**config.mk**
```make
export PLATFORM = sky130hd
export DESIGN_NAME = arb_requester_flat
export DESIGN_NICKNAME = d
export VERILOG_FILES = /design/src/rtl/arb_requester_if.sv /design/src/rtl/arb_requester.sv /design/src/flat_wrapper.sv
export SDC_FILE = /design/constraint.sdc
export NUM_CORES = 1
export LEC_CHECK = 0
export BUFFER_PORTS_ARGS = -buffer_cell sky130_fd_sc_hd__buf_2
export CORE_MARGIN = 4
export CORE_UTILIZATION = 56
export DETAILED_ROUTE_END_ITERATION = 16
export HOLD_SLACK_MARGIN = 0.12
export PLACE_DENSITY = 0.82
export SLEW_MARGIN = 20
export SYNTH_ARGS = -nofsm -noshare
export SYNTH_HDL_FRONTEND = slang
export SYNTH_SLANG_ARGS = --single-unit
```
**constraint.sdc**
```tcl
create_clock -name clk -period 4.1 [get_ports clk]
set_input_delay 1.23 -clock clk [delete_from_list [all_inputs] [get_ports clk]]
set_output_delay 1.23 -clock clk [all_outputs]
set_load 0.05 [all_outputs]
```
**src/rtl/arb_requester_if.sv**
```systemverilog
// ------------------------------------------------------------------
// arb_requester_if : burst launch and arbiter handshake bundle
// Rev 1.0
// ------------------------------------------------------------------
`default_nettype none

interface arb_requester_if;
  logic       start;
  logic [3:0] burst_len;
  logic       req;
  logic       gnt;
  logic       beat_valid;
  logic [3:0] beat_idx;
  logic       busy;
  logic       done;
  logic       err;

  modport master (
    input  start, burst_len, gnt,
    output req, beat_valid, beat_idx, busy, done, err
  );

  modport slave (
    output start, burst_len, gnt,
    input  req, beat_valid, beat_idx, busy, done, err
  );
endinterface

`default_nettype wire

```
**src/rtl/arb_requester.sv**
```systemverilog
// ------------------------------------------------------------------
// arb_requester : burst requester for a shared round-robin arbiter
// Rev 1.0
// ------------------------------------------------------------------
`default_nettype none

module arb_requester #(
  parameter int TIMEOUT = 64
) (
  input  logic           clk,
  input  logic           rst,
  arb_requester_if.master bus
);

  typedef enum logic [1:0] {
    S_IDLE = 2'd0,
    S_REQ  = 2'd1,
    S_XFER = 2'd2,
    S_REL  = 2'd3
  } state_t;

  localparam logic [7:0] C_WAIT_LAST = 8'(TIMEOUT - 1);

  state_t     r_state;
  logic       r_req;
  logic       r_done;
  logic       r_err;
  logic       r_pending;
  logic [3:0] r_len;
  logic [3:0] r_hold_len;
  logic [3:0] r_beat_idx;
  logic [7:0] r_wait_cnt;

  logic w_busy;
  logic w_last;
  logic w_xfer;

  assign w_busy = (r_state != S_IDLE) || r_pending;
  // burst_len of 0 means 16 beats: 0 - 1 wraps to 15 in 4 bits
  assign w_last = (r_beat_idx == (r_len - 4'd1));
  assign w_xfer = r_req && bus.gnt && ((r_state == S_REQ) || (r_state == S_XFER));

  always_ff @(posedge clk) begin
    if (!rst) begin
      r_state    <= S_IDLE;
      r_req      <= 1'b0;
      r_done     <= 1'b0;
      r_err      <= 1'b0;
      r_pending  <= 1'b0;
      r_len      <= 4'd0;
      r_hold_len <= 4'd0;
      r_beat_idx <= 4'd0;
      r_wait_cnt <= 8'd0;
    end else begin
      r_done <= 1'b0;
      r_err  <= 1'b0;

      // Later assignments in the state case override this capture
      if (bus.start && w_busy && !r_pending) begin
        r_pending  <= 1'b1;
        r_hold_len <= bus.burst_len;
      end

      case (r_state)
        S_IDLE: begin
          if (bus.start) begin
            r_state    <= S_REQ;
            r_req      <= 1'b1;
            r_len      <= bus.burst_len;
            r_beat_idx <= 4'd0;
            r_wait_cnt <= 8'd0;
          end
        end

        S_REQ: begin
          if (bus.gnt) begin
            r_beat_idx <= r_beat_idx + 4'd1;
            if (w_last) begin
              r_state <= S_REL;
              r_req   <= 1'b0;
              r_done  <= 1'b1;
            end else begin
              r_state <= S_XFER;
            end
          end else if (r_wait_cnt == C_WAIT_LAST) begin
            r_state   <= S_IDLE;
            r_req     <= 1'b0;
            r_err     <= 1'b1;
            r_pending <= 1'b0;
          end else begin
            r_wait_cnt <= r_wait_cnt + 8'd1;
          end
        end

        S_XFER: begin
          if (bus.gnt) begin
            r_beat_idx <= r_beat_idx + 4'd1;
            if (w_last) begin
              r_state <= S_REL;
              r_req   <= 1'b0;
              r_done  <= 1'b1;
            end
          end else begin
            // Preempted: re-request with a fresh grant-wait budget
            r_state    <= S_REQ;
            r_wait_cnt <= 8'd0;
          end
        end

        S_REL: begin
          if (r_pending) begin
            r_state    <= S_REQ;
            r_req      <= 1'b1;
            r_len      <= r_hold_len;
            r_pending  <= 1'b0;
            r_beat_idx <= 4'd0;
            r_wait_cnt <= 8'd0;
          end else if (bus.start) begin
            r_state    <= S_REQ;
            r_req      <= 1'b1;
            r_len      <= bus.burst_len;
            r_pending  <= 1'b0;
            r_beat_idx <= 4'd0;
            r_wait_cnt <= 8'd0;
          end else begin
            r_state <= S_IDLE;
          end
        end

        default: begin
          r_state <= S_IDLE;
          r_req   <= 1'b0;
        end
      endcase
    end
  end

  assign bus.req        = r_req;
  assign bus.beat_valid = w_xfer;
  assign bus.beat_idx   = r_beat_idx;
  assign bus.busy       = w_busy;
  assign bus.done       = r_done;
  assign bus.err        = r_err;

endmodule

`default_nettype wire
```
**src/flat_wrapper.sv**
```systemverilog
// flat-port wrapper written by rule: the top's interface ports become plain ports
module arb_requester_flat 
#(
  parameter int TIMEOUT = 64
)
  (clk, rst, bus_start, bus_burst_len, bus_gnt, bus_req, bus_beat_valid, bus_beat_idx, bus_busy, bus_done, bus_err);
  arb_requester_if bus_i ();
  input  logic clk;
  input  logic rst;
  input wire logic [$bits(bus_i.start)-1:0] bus_start;
  input wire logic [$bits(bus_i.burst_len)-1:0] bus_burst_len;
  input wire logic [$bits(bus_i.gnt)-1:0] bus_gnt;
  output wire logic [$bits(bus_i.req)-1:0] bus_req;
  output wire logic [$bits(bus_i.beat_valid)-1:0] bus_beat_valid;
  output wire logic [$bits(bus_i.beat_idx)-1:0] bus_beat_idx;
  output wire logic [$bits(bus_i.busy)-1:0] bus_busy;
  output wire logic [$bits(bus_i.done)-1:0] bus_done;
  output wire logic [$bits(bus_i.err)-1:0] bus_err;
  assign bus_i.start = bus_start;
  assign bus_i.burst_len = bus_burst_len;
  assign bus_i.gnt = bus_gnt;
  assign bus_req = bus_i.req;
  assign bus_beat_valid = bus_i.beat_valid;
  assign bus_beat_idx = bus_i.beat_idx;
  assign bus_busy = bus_i.busy;
  assign bus_done = bus_i.done;
  assign bus_err = bus_i.err;
  arb_requester #(.TIMEOUT(TIMEOUT)) u_core (.clk(clk), .rst(rst), .bus(bus_i));
endmodule
```
Word-level counts from Yosys, hierarchy flattened
Index checks and enable logic that the tools add are counted.
{"block": "word_totals", "ff_bits": 26, "output_inout_bits": 9, "elab_cells": 80}
{"block": "classes", "add_sub_neg": 3, "n_eq_ne": 13, "mux": 37, "n_bitwise": 2, "reduce_logical": 16}
{"operator": "8-bit 2-to-1 mux", "count": 5}
{"operator": "8-bit case mux with 4 select lines", "count": 1}
{"operator": "4-bit 2-to-1 mux", "count": 5}
{"operator": "1-bit 2-to-1 mux", "count": 15}
{"operator": "2-bit 2-to-1 mux", "count": 6}
{"operator": "4-bit case mux with 3 select lines", "count": 1}
{"operator": "2-bit != test (second input constant)", "count": 5}
{"operator": "3-bit AND reduction", "count": 3}
{"operator": "8-bit by 1-bit adder with 8-bit output (second input constant)", "count": 1}
{"operator": "8-bit by 6-bit == test with 1-bit output (second input constant)", "count": 1}
{"operator": "2-bit case mux with 4 select lines", "count": 1}
{"operator": "4-bit case mux with 2 select lines", "count": 1}
{"operator": "4-bit by 1-bit adder with 4-bit output (second input constant)", "count": 1}
{"operator": "2-bit == test (second input constant)", "count": 2}
{"operator": "4-bit == test", "count": 1}
{"operator": "1-bit logical AND", "count": 4}
{"operator": "1-bit case mux with 4 select lines", "count": 1}
{"operator": "2-bit nonzero test", "count": 2}
{"operator": "4-bit by 1-bit subtractor with 4-bit output (second input constant)", "count": 1}
{"operator": "3-bit by 2-bit != test with 1-bit output (second input constant)", "count": 1}
{"operator": "3-bit != test (second input constant)", "count": 1}
{"operator": "3-bit OR reduction", "count": 1}
{"operator": "2-bit by 1-bit == test with 1-bit output (second input constant)", "count": 1}
{"operator": "2-bit logical NOT", "count": 1}
{"operator": "other kinds (7)", "count": 9}

Logic depth before layout (Yosys ltp)
{"block": "logic_depth", "ltp_word": 8, "ltp_mapped": 7, "ltp_nobuf": 7}

Worst setup path before layout
No wires, ideal clock.
{"block": "synth_timing", "kind": "in2out", "startpoint": "input port bus_gnt", "endpoint": "output port bus_beat_valid", "arrival_ps": 2219, "required_ps": 2870, "path_slack_ps": 651, "path_stages": 3, "cell_sequence": "clkbuf_1 -> clkbuf_1 -> and3_1"}
{"block": "synth_between", "elab_chain_len": 2}
{"element": "from (decl)", "line": "flat_wrapper.sv:12", "rtl": "input wire logic [$bits(bus_i.gnt)-1:0] bus_gnt;"}
{"element": "1-bit logical AND (2 in a row)", "line": "arb_requester.sv:41", "rtl": "assign w_xfer = r_req && bus.gnt && ((r_state == S_REQ) || (r_state == S_XFER));"}
{"element": "to (decl)", "line": "flat_wrapper.sv:14", "rtl": "output wire logic [$bits(bus_i.beat_valid)-1:0] bus_beat_valid;"}
Every way passes these cells.

Worst setup path after layout
Ends and elaborated chain as after synthesis.

==> summary.txt <==
core area: 2522 um2
crit-path max cell delay: 0.27 ns
wire length on met3: 179 um
Lkg Pwr: 0.6273 nW
post-CTS sizing: 0
clk buf depth: 2
gr usage total: 21.76%
Post-synth EDFFs: 0
DP Area: 1600 um2
final count of pins violating max slew: 0
Least-Margin Pin Slew: 0.5387 ns
largest net degree at the start of global routing: 18
clk root buf: clkbuf_4
area of the multi-input gates: 924.6 um2
fin crit period: 3.202 ns
Max Cap Viol: 0
RD Place Congestion: 0.8183
RSZ-0062 raised after global routing: false
highest metal layer with signal wires: met4
grt ovf: 0
Worst R2R Setup Slack: 2.15 ns
Worst Skew: 0.002844 ns
Layout Nets: 212
post-synthesis sequential area ratio: 34.75%
Pre-antenna DRT Iters: 4
Setup Crit Path Kind: in -> out
Vias: 1408
CTS tree: done
DR iter-0 viols: 69
PwrDens: 338.5 nW/um2
M1 WL: 1586 um
filler cell count: 214
worst vdd ir: 0.2967 mV
number of synthesized register bits: 26
Final Instance Area: 1637 um2
relative slew slack: 63.86%
Post-CTS Setup Bufs: 0
setup TNS: 0 ns
Routed WL: 3550 um
Mapped Cells: 179
CP bufs+invs: 2
first-pass GRT wire length: 5947 um
Antenna Nets Post-Route: 0
Distinct cells, synth: 43
mapped cell area: 1498 um2
Startpoint Class: primary input
Starting Density: 59.37%
Slowest-stage cell, CP: buf_2
Worst Path Max Fanout: 17
CTS sink cnt: 26
diodes inserted: 0
Largest delay share family, worst path: buffers and inverters
Die Height: 59.72 um
outcome: complete, no violations
vias in the first global route: 1333
Post-CTS Hold Fix Bufs: 0
register area: 520.5 um2
clk slew on worst S/H paths: 0.14 ns
HPWL Detailed: 2560 um
Critical Path RT: 2.87 ns
H-tree depth: 1
share of layout cells above drive strength 1: 15.90%
vias per inst: 6.258
Hold Fails Final Rpt: 0
Die W: 59.72 um
Syn Area/Cell: 8.367 um2
hold crit path type: reg -> reg
CP arrival: 1.97 ns
num ports: 17
cts bufs inserted: 3
routed len/inst: 15.78 um
Met2 Routed Length: 1707 um
Cell Chain, Critical Path: buf_2, and3_1, buf_2
Std-Cell Rows: 18
area grow syn2layout: 9.273%
Critical Path End Type: primary output
DRC: 0
fin crit share: 78.11%
final setup vio count: 0
Async SR Flop Fraction: 0%
Ys Warns: 0
syn nets: 195
initial antenna violation count: 0
Total Die Area: 3566 um2
Clock Latency Late Sink: 0.32 ns
port buffer count: 16
dominant synthesized flop cell: dfxtp_1
fmax: 0.3123 GHz
commonest non-fill, non-tap cells in the layout: dfxtp_1 (26), nor2_1 (20), a21oi_1 (18), buf_2 (16), o21ai_0 (15)
most used cell, CP: buf_2
most common cell after layout, fill and taps aside: dfxtp_1
flip-flops by register name, summed over array words and instances, names as in the netlist:
name,flops
u_core.bus.req,1
u_core.r_hold_len,4
u_core.bus.err,1
u_core.r_wait_cnt,8
u_core.r_pending,1
u_core.bus.done,1
u_core.bus.beat_idx,4
u_core.r_len,4
u_core.r_state,2
final timing paths:
path,start,endpoint,cells after the start
setup / recovery,bus_gnt,bus_beat_valid,3
hold reg to reg,u_core.r_hold_len[0],u_core.r_hold_len[0],2
setup reg to reg,u_core.r_state[1],u_core.r_wait_cnt[3],6
hold / removal,u_core.r_hold_len[0],u_core.r_hold_len[0],2
area by class of cell:
class	count	area share, %
clock buffer	4	2.217
tap	30	2.294
timing repair buffer	16	4.893
multi-input combinational	139	56.50
sequential	26	31.80
inverter	10	2.294
metrics by stage:
| stage | hold slack, ns | setup slack, ns | utilization (%) | std cells | power (mW) |
|---|---|---|---|---|---|
| after global placement | 0.4677 | 0.9399 | 63.44 | 221 | 0.4205 |
| final | 0.5113 | 0.8976 | 64.88 | 225 | 0.5540 |
| after global routing | 0.5518 | 0.8776 | 64.88 | 225 | 0.5858 |
| after CTS | 0.5190 | 0.9162 | 64.88 | 225 | 0.5549 |
| after floorplan | 0.4547 | 0.6512 | - | 179 | 0.3929 |
| after detailed placement | 0.4848 | 0.9175 | 63.44 | 221 | 0.4270 |
cell families after synthesis:
group / after synthesis / synth area share, %
AND/OR/NAND/NOR: 65 / 23.81
AO/OA/AOI/OAI: 54 / 23.73
flip-flops: 26 / 34.75
buffers and inverters: 14 / 3.508
adder cells (fa/ha/maj): 8 / 6.684
XOR/XNOR: 6 / 3.509
multiplexers: 6 / 4.010
synth_stat cells, types with 2 or more instances:
| cell type | n | area (um2) |
|---|---|---|
| a211o_1 | 2 | 17.52 |
| a21oi_1 | 18 | 90.09 |
| a32oi_1 | 2 | 17.52 |
| and3_1 | 2 | 12.51 |
| clkbuf_1 | 4 | 15.01 |
| dfxtp_1 | 26 | 520.5 |
| ha_1 | 8 | 100.1 |
| inv_1 | 9 | 33.78 |
| mux2i_1 | 6 | 60.06 |
| nand2_1 | 11 | 41.29 |
| nand2b_1 | 3 | 18.77 |
| nand3_1 | 6 | 30.03 |
| nand3b_1 | 4 | 30.03 |
| nor2_1 | 20 | 75.07 |
| nor2b_1 | 4 | 25.02 |
| nor3_1 | 4 | 20.02 |
| nor3_2 | 2 | 20.02 |
| o21ai_0 | 15 | 75.07 |
| o21ai_1 | 3 | 15.01 |
| o221ai_1 | 2 | 17.52 |
| or3_1 | 2 | 12.51 |
| xnor2_1 | 4 | 35.03 |
| xor2_1 | 2 | 17.52 |
routing by layer:
| metal | up-vias | global-route usage [%] |
|---|---|---|
| li1 | 678 | - |
| met1 | 661 | 28.29 |
| met2 | 59 | 35.19 |
| met3 | 10 | 3.024 |
| met4 | 0 | 10.44 |
| met5 | - | 0 |
worst register-to-register path, cell delays in order (launching register included):
cell and delay, ns:
dfxtp_1 0.42, inv_1 0.10, ha_1 0.28, nand2b_1 0.28
a211o_1 0.33, or3_1 0.36, a21oi_1 0.12
power breakdown:
part	internal (mW)	leakage, nW	switching, mW
Combinational	0.0490	0.395	0.0969
Sequential	0.266	0.211	0.0128
Clock	0.0543	0.0210	0.0754
Power figures use the tool's default switching activity.
